<file path="src/rtl/efuse_reader.sv">
// eFuse read sequencer: drives CSB/SCLK with PGM held low and shifts Q into a parallel word.
module efuse_reader #(
  parameter int unsigned NBITS = 32,
  parameter int unsigned TCSS  = 2,
  parameter int unsigned THOLD = 2
) (
  input  logic             clk_8M,
  input  logic             rst,
  input  logic [1:0]       mode,
  input  logic             start,
  input  logic [3:0]       TCKHP,
  input  logic             Q,
  output logic             CSB,
  output logic             PGM,
  output logic             SCLK,
  output logic             busy,
  output logic             data_valid,
  output logic [NBITS-1:0] data_out
);

  localparam int unsigned CW = 4;
  localparam int unsigned BW = (NBITS > 1) ? $clog2(NBITS) : 1;
  localparam logic [1:0]    MODE_READ = 2'b10;
  localparam logic [CW-1:0] TCSS_LAST = CW'(TCSS - 1);
  localparam logic [CW-1:0] HOLD_LAST = CW'(THOLD - 1);
  localparam logic [BW-1:0] BIT_LAST  = BW'(NBITS - 1);

  typedef enum logic [2:0] {
    IDLE,
    CS_SETUP,
    SCLK_HI,
    SCLK_LO,
    CS_HOLD
  } state_t;

  state_t            state_q, state_d;
  logic [CW-1:0]     cnt_q, cnt_d;
  logic [CW-1:0]     tck_q, tck_d;
  logic [BW-1:0]     bit_q, bit_d;
  logic              start_q;
  logic              csb_d, sclk_d, busy_d, dv_d;
  logic [NBITS-1:0]  data_d;
  logic              start_edge_c;
  logic [CW-1:0]     tck_last_c;

  assign start_edge_c = start & ~start_q;
  assign tck_last_c   = tck_q - CW'(1);
  assign PGM          = 1'b0;

  // State, counters and registered eFuse-side outputs.
  always_ff @(posedge clk_8M or negedge rst) begin
    if (!rst) begin
      state_q    <= IDLE;
      cnt_q      <= '0;
      tck_q      <= '0;
      bit_q      <= '0;
      start_q    <= 1'b0;
      CSB        <= 1'b1;
      SCLK       <= 1'b0;
      busy       <= 1'b0;
      data_valid <= 1'b0;
      data_out   <= '0;
    end else begin
      state_q    <= state_d;
      cnt_q      <= cnt_d;
      tck_q      <= tck_d;
      bit_q      <= bit_d;
      start_q    <= start;
      CSB        <= csb_d;
      SCLK       <= sclk_d;
      busy       <= busy_d;
      data_valid <= dv_d;
      data_out   <= data_d;
    end
  end

  // Next-state and next-output logic for the read sequence.
  always_comb begin
    state_d = state_q;
    cnt_d   = cnt_q;
    tck_d   = tck_q;
    bit_d   = bit_q;
    csb_d   = CSB;
    sclk_d  = SCLK;
    busy_d  = busy;
    dv_d    = data_valid;
    data_d  = data_out;
    case (state_q)
      IDLE: begin
        if (start_edge_c && (mode == MODE_READ)) begin
          state_d = CS_SETUP;
          cnt_d   = '0;
          bit_d   = '0;
          tck_d   = (TCKHP == 4'd0) ? CW'(1) : TCKHP;
          csb_d   = 1'b0;
          busy_d  = 1'b1;
          dv_d    = 1'b0;
        end
      end
      CS_SETUP: begin
        if (cnt_q == TCSS_LAST) begin
          state_d = SCLK_HI;
          cnt_d   = '0;
          bit_d   = '0;
          sclk_d  = 1'b1;
        end else begin
          cnt_d = cnt_q + CW'(1);
        end
      end
      SCLK_HI: begin
        if (cnt_q == tck_last_c) begin
          data_d[bit_q] = Q;
          sclk_d        = 1'b0;
          state_d       = SCLK_LO;
          cnt_d         = '0;
        end else begin
          cnt_d = cnt_q + CW'(1);
        end
      end
      SCLK_LO: begin
        if (cnt_q == tck_last_c) begin
          cnt_d = '0;
          if (bit_q == BIT_LAST) begin
            state_d = CS_HOLD;
          end else begin
            bit_d   = bit_q + BW'(1);
            sclk_d  = 1'b1;
            state_d = SCLK_HI;
          end
        end else begin
          cnt_d = cnt_q + CW'(1);
        end
      end
      CS_HOLD: begin
        if (cnt_q == HOLD_LAST) begin
          csb_d   = 1'b1;
          busy_d  = 1'b0;
          dv_d    = 1'b1;
          cnt_d   = '0;
          state_d = IDLE;
        end else begin
          cnt_d = cnt_q + CW'(1);
        end
      end
      default: state_d = IDLE;
    endcase
  end

endmodule

</file>
<file path="config.mk">
export PLATFORM = sky130hd
export DESIGN_NAME = efuse_reader
export DESIGN_NICKNAME = d
export VERILOG_FILES = /design/src/rtl/efuse_reader.sv
export SDC_FILE = /design/constraint.sdc
export NUM_CORES = 1
export LEC_CHECK = 0
export CORE_MARGIN = 2
export CORE_UTILIZATION = 53
export CTS_CLUSTER_DIAMETER = 80
export CTS_CLUSTER_SIZE = 16
export DETAILED_ROUTE_END_ITERATION = 10
export PLACE_DENSITY = 0.78
export SYNTH_ARGS = -nofsm -noshare
export SYNTH_HDL_FRONTEND = slang
export SYNTH_SLANG_ARGS = --single-unit
</file>
<file path="constraint.sdc">
create_clock -name clk_8M -period 4.17 [get_ports clk_8M]
set_input_delay 0.834 -clock clk_8M [delete_from_list [all_inputs] [get_ports clk_8M]]
set_output_delay 0.834 -clock clk_8M [all_outputs]
set_load 0.02 [all_outputs]
</file>
# After elaboration in Yosys (flattened, before gate mapping)
# Cells that the tools add are included.
# totals
reg_bits	53
input_bits	10
output_inout_bits	37
elab_cells	78
# classes
addsub	3
n_lt_le_gt_ge	2
n_eq_ne	14
n_mux	30
bitwise	2
n_reduce_logical	17
# op_table
cell	n
$bwmux 32	1
$mux 5	4
$mux 3	6
$mux 4	4
$pmux 3 s5	1
$pmux 5 s3	1
$reduce_and 5->1	3
$ne 2x2->1 const B	6
$pmux 4 s3	1
$reduce_bool 3->1	3
$mux 1	8
$eq 3x2->1 const B	2
$lt 5x6->1 const B	1
$reduce_and 2->1	3
$add 5x1->5 const B	1
$demux 1 s5	1
$eq 5x5->1 const B	1
$ge 5x1->1 const B	1
$add 4x1->4 const B	1
$eq 4x1->1 const B	1
$eq 4x4->1	1
$logic_not 4->1	1
$pmux 1 s2	2
$reduce_or 2->1	2
11 further kinds	12

# Depth between registers and ports, before layout
# Gate-level depths: netlist (run 1).
# logic_depth
depth_word	5
mapped_depth	9

# Worst setup path after synthesis (run 1)
# No wires, ideal clock.
# synth_path
kind	register to register
startpoint	register tck_q[0]
endpoint	register data_out[0]
arrival_time_ns	1.976
setup_slack_ns	2.066
path_stages_with_launch	10
path_buffers	2
period_less_slack_ns	2.104
cell_sequence	dfrtp_1 inv_1 ha_1 xor3_1 nor3_4 and2_1 buf_6 buf_6 nand3_1 mux2_1
# synth_between
elab_chain_cells	3
# synth_rtl
item	line_no	text
from (decl)	38	logic [CW-1:0] tck_q, tck_d;
from (signal assigned)	66	tck_q <= tck_d;
$sub 4x1->4	47	assign tck_last_c = tck_q - CW'(1);
$eq 4x4->1	111	if (cnt_q == tck_last_c) begin
$reduce_and 2->1 (no line)	--	
to (signal assigned)	73	data_out <= data_d;
to (decl)	18	output logic [NBITS-1:0] data_out
# No other way between the ends.
# A chain may end at the register's enable or synchronous reset.

# Worst setup path after layout (run 1)
# layout_path
startpoint	register tck_q[0]
endpoint	register data_out[31]
# Same word-level chain as after synthesis.

==> PnR_summary.wiki, run 1 <==
{| class="wikitable"
! Metric !! Value
|-
| Switching share of power || 21.3%
|-
| Static leakage || 0.00141 uW
|-
| H-tree lvl count || 2
|-
| Largest net degree at the start of global routing || 41
|-
| Final total negative setup slack || 0 ns
|-
| Antenna-violating nets left || 0
|-
| Initial Util || 54.1%
|-
| Die Ht || 75.8 um
|-
| Capturing element type of the critical path || flop
|-
| Post-route core utilization || 65.5%
|-
| Most common cell after layout, fill and taps aside || sky130_fd_sc_hd__dfrtp_1
|-
| Highest-count cells in the layout ignoring fill and taps || sky130_fd_sc_hd__dfrtp_1, sky130_fd_sc_hd__clkdlybuf4s50_1, sky130_fd_sc_hd__nand3_1, sky130_fd_sc_hd__mux2_1, sky130_fd_sc_hd__nor2_1
|-
| Clock power frac || 39.2%
|-
| Width of the chip || 75.8 um
|-
| Top fanout value on the critical path || 40
|-
| Via count of the first global-routing pass || 1,950
|-
| Iteration-0 DRC count of the detailed router || 110
|-
| Final hold slack || 0.474 ns
|-
| Fraction of final layout cells with drive strength greater than 1 || 10.1%
|-
| Overflow left after global routing || 0
|-
| Crit path DAT || 2.66 ns
|-
| Synth cell types || 44
|-
| #FFs+latches synth || 53
|-
| Post-route fraction of the period consumed by the critical path || 59.2%
|-
| Per-cell routed wire length || 15.2 um
|-
| Post-synthesis async set-or-reset flop share || 100%
|-
| Count of warnings emitted by yosys || 0
|-
| Number of antenna violations at the first check in global routing || 0
|-
| Count of inserted antenna diode cells || 0
|-
| Number of buffers inserted for hold repair after clock tree synthesis || 0
|-
| Class of the worst hold path || input port to asynchronous set/reset pin
|-
| Required time of the critical path || 4.36 ns
|-
| Outcome || finished, final reports clean
|-
| Startpoint type of the worst setup path || flop
|-
| Fraction of power consumed by combinational cells || 8.6%
|-
| Global-route wire length before repair || 9280 um
|-
| Final setup violation count || 0
|-
| Fmax achieved || 405 MHz
|-
| Power density normalized to cell area || 312 nW/um^2
|-
| Post-route cell area || 3300 sq um
|-
| Net count of the mapped netlist || 268
|-
| Clock Sinks || 53
|-
| Half-perimeter wire length after detailed placement || 3820 um
|-
| Final wirelength || 5450 um
|-
| Detailed-router iteration count before antenna repair || 4
|-
| Slack of the worst reg-to-reg path || 1.70 ns
|-
| Syn_area_per_cell || 10.9 sq um
|-
| Vias || 1,996
|-
| Number of vias per cell after detailed routing || 5.58
|-
| Pin slew with the least headroom to its limit || 0.830 ns
|-
| Minimum clock period || 2.47 ns
|-
| Gate Count Post-Synth || 250
|-
| P_int || 811 uW
|-
| GRT Resource Usage Total || 21.0%
|-
| Crit Path Category || flop to flop
|-
| Share of the yosys chip area belonging to registers || 48.6%
|-
| Max-cap violations || 0
|-
| CTS tree || yes
|-
| IR drop worst, VDD || 0.167 mV
|-
| Post-cts gate resize count || 0
|-
| Clock insertion delay at the later pin of the skew report || 0.30 ns
|-
| Number of nets in the layout || 305
|-
| Input/output buffers || 45
|-
| Clock root cell || sky130_fd_sc_hd__clkbuf_8
|-
| Final number of max-transition violations || 0
|-
| Remaining routing DRC violations || 0
|-
| Number of failing hold endpoints at the final stage || 0
|-
| Total die area || 5740 sq um
|-
| Setup skew after layout || 0.00536 ns
|-
| Post-CTS setup repair buffer count || 0
|-
| Routability congestion estimate || 0.875
|-
| Max transition margin || 44.5%
|-
| Boundary Pins || 47
|-
| Clk slew on worst S/H paths || 0.09 ns
|-
| Area of placed instances || 3170 sq um
|-
| Bufs on Longest Clock Path || 2
|-
| Sequential share of power || 52.2%
|-
| Post-Syn Area || 2730 sq um
|-
| Core Rows || 26
|-
| Placeable core region || 5040 sq um
|-
| Total clock buffers created by CTS || 5
|-
| Reported net switching power || 219 uW
|-
| Area growth from synthesis to layout || 20.9%
|-
| Primary FF master, synth || sky130_fd_sc_hd__dfrtp_1
|-
| Number of enable flip-flop cells after synthesis || 0
|-
| PnR Total Power || 1030 uW
|-
| RSZ-0062 raised after global routing || no
|}
[critical path, cell delays in order (launching register included)]
cell and delay (ns):
sky130_fd_sc_hd__dfrtp_1 0.42, sky130_fd_sc_hd__inv_1 0.09, sky130_fd_sc_hd__ha_1 0.15, sky130_fd_sc_hd__xor3_1 0.43
sky130_fd_sc_hd__nor3_4 0.24, sky130_fd_sc_hd__and2_1 0.17, sky130_fd_sc_hd__buf_4 0.35, sky130_fd_sc_hd__nand3_1 0.16
sky130_fd_sc_hd__mux2_1 0.35
[cell type report]
cell class,count,area [sq um]
Fill cell,424,1740
Tap cell,70,87.6
Clock inverter,3,65.1
Clock buffer,5,68.8
Sequential cell,53,1330
Timing Repair Buffer,47,460
Inverter,7,26.3
Multi-Input combinational cell,173,1270
[per-stage QoR]
step,worst slack [ns],cells
3_3_place_gp,1.75,350
4_1_cts,1.69,358
6_report,1.70,358
5_1_grt,1.53,358
2_1_floorplan,2.07,250
3_5_place_dp,1.71,350
[power groups by stage]
stage	Sequential [uW]	Clock, uW	Combinational (uW)
after global placement	548	0	88.8
after floorplan	568	0	16.1
after global routing	540	431	97.2
after CTS	538	412	90.7
final	538	404	88.9
after detailed placement	548	0	90.3
[cell usage after synthesis, types with 7 or more instances]
cell type	instances	area share [%]
sky130_fd_sc_hd__a21oi_1	7	1.3
sky130_fd_sc_hd__clkbuf_1	7	0.96
sky130_fd_sc_hd__dfrtp_1	52	48
sky130_fd_sc_hd__ha_1	8	3.7
sky130_fd_sc_hd__inv_1	7	0.96
sky130_fd_sc_hd__mux2_1	24	9.9
sky130_fd_sc_hd__mux2_2	12	4.9
sky130_fd_sc_hd__nand2_1	10	1.4
sky130_fd_sc_hd__nand2b_1	7	1.6
sky130_fd_sc_hd__nand3_1	37	6.8
sky130_fd_sc_hd__nor2_1	13	1.8
sky130_fd_sc_hd__nor3_1	7	1.3
sky130_fd_sc_hd__o21ai_0	9	1.6
[per-layer routing]
layer | vias to the layer above | track usage (%) | wire length [um]
li1 | 950 | - | -
met1 | 987 | 29.4 | 2500
met2 | 48 | 33.8 | 2670
met3 | 11 | 2.91 | 214
met4 | 0 | 6.63 | 70
met5 | - | 0 | 0
[flip-flops by register name, indices dropped and copies added, names as in the netlist]
| signal | count |
|---|---|
| CSB | 1 |
| SCLK | 1 |
| bit_q | 5 |
| busy | 1 |
| cnt_q | 4 |
| data_out | 32 |
| data_valid | 1 |
| start_q | 1 |
| state_q | 3 |
| tck_q | 4 |
[worst paths after layout]
kind                                 start            to  depth (start not counted)
worst max-delay path              tck_q[0]  data_out[31]                          8
worst min-delay path                   rst  data_out[13]                          1
worst max register to register    tck_q[0]  data_out[31]                          8
worst min register to register  data_valid    data_valid                          1
max in group asynchronous              rst           CSB                          2
min in group clk_8M             data_valid    data_valid                          1
[kinds of logic after synthesis]
| kind of cell | share of synthesized area, % |
|---|---|
| fa+ha+maj | 3.67 |
| mux | 15.2 |
| flops | 48.6 |
| xor+xnor | 2.15 |
| other cells | 0.137 |
| buf+inv | 5.00 |
| compound gates | 8.07 |
| simple gates | 17.1 |
(Power assumes the default switching activity.)
==> run 2: changes to the inputs <==
- CORE_UTILIZATION: 53 -> 48
- PLACE_DENSITY: 0.78 -> 0.74
- clock period: 4.17 -> 2.25 ns (I/O delays scaled with it)
==> run 2 against run 1 <==
Utilization is 4.3 points lower. Maximum frequency is 20% higher. Clock skew is 0.00087 ns higher. Wire length is 1.0% higher. Power is 65% higher. Flip-flop and latch count stayed put. Cell area is 2.0% higher. Hold slack worse by 0.34 ns. Critical path type unchanged.
==> PnR_summary.wiki, run 2 (synthesized netlist as in run 1, its figures left out) <==
{| class="wikitable"
! Metric !! Value
|-
| Fraction of final layout cells with drive strength greater than 1 || 12.8%
|-
| Slack of the worst reg-to-reg path || 0.20 ns
|-
| Overflow left after global routing || 0
|-
| Slowest stage cell on the critical path || sky130_fd_sc_hd__dfrtp_1
|-
| Pin slew with the least headroom to its limit || 0.570 ns
|-
| GRT Resource Usage Total || 18.8%
|-
| Max transition margin || 62.0%
|-
| IR drop worst, VDD || 0.328 mV
|-
| Per-cell routed wire length || 14.9 um
|-
| Final number of max-transition violations || 0
|-
| Remaining routing DRC violations || 0
|-
| Clock insertion delay at the later pin of the skew report || 0.31 ns
|-
| Register with the most flip-flops || data_out
|-
| Minimum clock period || 2.05 ns
|-
| Global-route wire length before repair || 9360 um
|-
| PnR Total Power || 1700 uW
|-
| Final setup violation count || 0
|-
| Count of inserted antenna diode cells || 0
|-
| Launch point of the critical path || tck_q[0]
|-
| Iteration-0 DRC count of the detailed router || 56
|-
| Crit path DAT || 2.25 ns
|-
| Crit Path Category || flop to flop
|-
| Number of buffers inserted for hold repair after clock tree synthesis || 0
|-
| Static leakage || 0.00145 uW
|-
| Power density normalized to cell area || 506 nW/um^2
|-
| Max-cap violations || 0
|-
| Top fanout value on the critical path || 20
|-
| Largest net degree at the start of global routing || 41
|-
| Class of the worst hold path || input port to asynchronous set/reset pin
|-
| H-tree lvl count || 2
|-
| Setup skew after layout || 0.00623 ns
|-
| Boundary Pins || 47
|-
| Initial Util || 49.6%
|-
| Endpoint of the worst setup timing path || data_out[1]
|-
| Final total negative setup slack || 0 ns
|-
| Post-CTS setup repair buffer count || 0
|-
| Registers with the most flip-flops || data_out: 32 flops, bit_q: 5 flops
|-
| Sequential share of power || 58.5%
|-
| Post-route fraction of the period consumed by the critical path || 91.1%
|-
| CP Buf/Inv Count || 2
|-
| Clock root cell || sky130_fd_sc_hd__clkbuf_8
|-
| Half-perimeter wire length after detailed placement || 3910 um
|-
| Via count of the first global-routing pass || 1,959
|-
| Post-route core utilization || 61.2%
|-
| Clock Sinks || 53
|-
| Die Ht || 79.4 um
|-
| Clk slew on worst S/H paths || 0.09 ns
|-
| Reported net switching power || 417 uW
|-
| Number of nets in the layout || 314
|-
| Required time of the critical path || 2.45 ns
|-
| Post-cts gate resize count || 0
|-
| Width of the chip || 79.4 um
|-
| RSZ-0062 raised after global routing || no
|-
| Most common cell after layout, fill and taps aside || sky130_fd_sc_hd__dfrtp_1
|-
| Switching share of power || 24.5%
|-
| Number of antenna violations at the first check in global routing || 0
|-
| Biggest cell delay along the critical path || 0.39 ns
|-
| Number of vias per cell after detailed routing || 5.49
|-
| Largest delay share family, worst path || simple AND/OR/NAND/NOR gates
|-
| Reg-to-reg critical path endpoint || data_out[1]
|-
| Routability congestion estimate || 0.792
|-
| CTS tree || yes
|-
| Detailed-router iteration count before antenna repair || 4
|-
| Fmax achieved || 488 MHz
|-
| Fraction of power consumed by combinational cells || 9.9%
|-
| Core Rows || 27
|-
| Worst R2R Path Depth || 8
|-
| Outcome || finished, final reports clean
|-
| Max reg flops || 32
|-
| Final hold slack || 0.130 ns
|-
| CP cell instances || inv_1 > ha_1 > xnor2_1 > nor3_4 > and2_4 > clkbuf_16 > nand3_1 > mux2_1
|-
| Capturing element type of the critical path || flop
|-
| Antenna-violating nets left || 0
|-
| Depth of the critical timing path with buffers and inverters included || 8
|-
| Number of failing hold endpoints at the final stage || 0
|-
| Startpoint type of the worst setup path || flop
|-
| Placeable core region || 5510 sq um
|-
| Vias || 2,024
|-
| Final wirelength || 5510 um
|-
| Highest-count cells in the layout ignoring fill and taps || sky130_fd_sc_hd__dfrtp_1, sky130_fd_sc_hd__clkdlybuf4s50_1, sky130_fd_sc_hd__nand3_1, sky130_fd_sc_hd__mux2_1, sky130_fd_sc_hd__nor2_1
|-
| Input/output buffers || 45
|-
| Area growth from synthesis to layout || 23.4%
|-
| Total die area || 6310 sq um
|-
| Clock power frac || 31.6%
|-
| P_int || 1290 uW
|-
| Total clock buffers created by CTS || 5
|-
| R2R Path Start || tck_q[0]
|-
| Bufs on Longest Clock Path || 2
|}
run 2: cell count changes in the layout (fill, tap and decap cells not counted):
| cell | before | now |
|---|---|---|
| sky130_fd_sc_hd__buf_4 | 2 | 8 |
| sky130_fd_sc_hd__buf_12 | 0 | 2 |
| sky130_fd_sc_hd__bufinv_16 | 2 | 0 |
| sky130_fd_sc_hd__and2_1 | 1 | 0 |
| sky130_fd_sc_hd__and2_4 | 0 | 1 |
| sky130_fd_sc_hd__clkbuf_1 | 0 | 1 |
| sky130_fd_sc_hd__clkbuf_16 | 0 | 1 |
| sky130_fd_sc_hd__inv_6 | 0 | 1 |
run 2: worst min path at each step:
stage | endpoint | depth (start not counted)
2_1_floorplan | SCLK | 0
3_3_place_gp | data_valid | 1
3_5_place_dp | data_valid | 1
4_1_cts | data_out[17] | 1
5_1_grt | data_out[17] | 1
6_report | data_out[19] | 1
run 2: power groups by stage:
stage                     registers, uW  logic (uW)  clock network [uW]
after floorplan                    1050        29.8                   0
after global placement             1020         170                   0
after detailed placement           1020         173                   0
after CTS                           998         173                 560
after global routing               1000         182                 596
final                               997         169                 539
run 2: worst register-to-register path, cell delays in order, from the launching register on:
cell	delay, ns
sky130_fd_sc_hd__dfrtp_1	0.39
sky130_fd_sc_hd__inv_1	0.07
sky130_fd_sc_hd__ha_1	0.30
sky130_fd_sc_hd__xnor2_1	0.16
sky130_fd_sc_hd__nor3_4	0.22
sky130_fd_sc_hd__and2_4	0.21
sky130_fd_sc_hd__clkbuf_16	0.19
sky130_fd_sc_hd__nand3_1	0.09
sky130_fd_sc_hd__mux2_1	0.32
run 2: metal layers:
layer | GRT usage (%) | vias up | wire, um
met3 | 4.19 | 5 | 327
met4 | 5.69 | 0 | 54
met5 | 0 | - | 0
met1 | 24.2 | 983 | 2370
met2 | 31.6 | 58 | 2760
li1 | - | 978 | -
run 2: area by class of cell:
cell class	instances	area (sq um)
tap	72	90.1
fill	462	2140
inverter	7	26.3
clock buffer	6	72.6
timing repair buffer	56	571
clock inverter	2	13.8
sequential	53	1330
multi-input combinational	173	1270
run 2: per-stage QoR:
step / area [sq um] / instances / worst slack, ns
after global placement: 3260 / 360 / 0.109
final: 3370 / 369 / 0.200
after detailed placement: 3260 / 360 / 0.0428
after global routing: 3370 / 369 / 0.0754
after CTS: 3340 / 368 / 0.0294
after floorplan: 2730 / 250 / 0.146
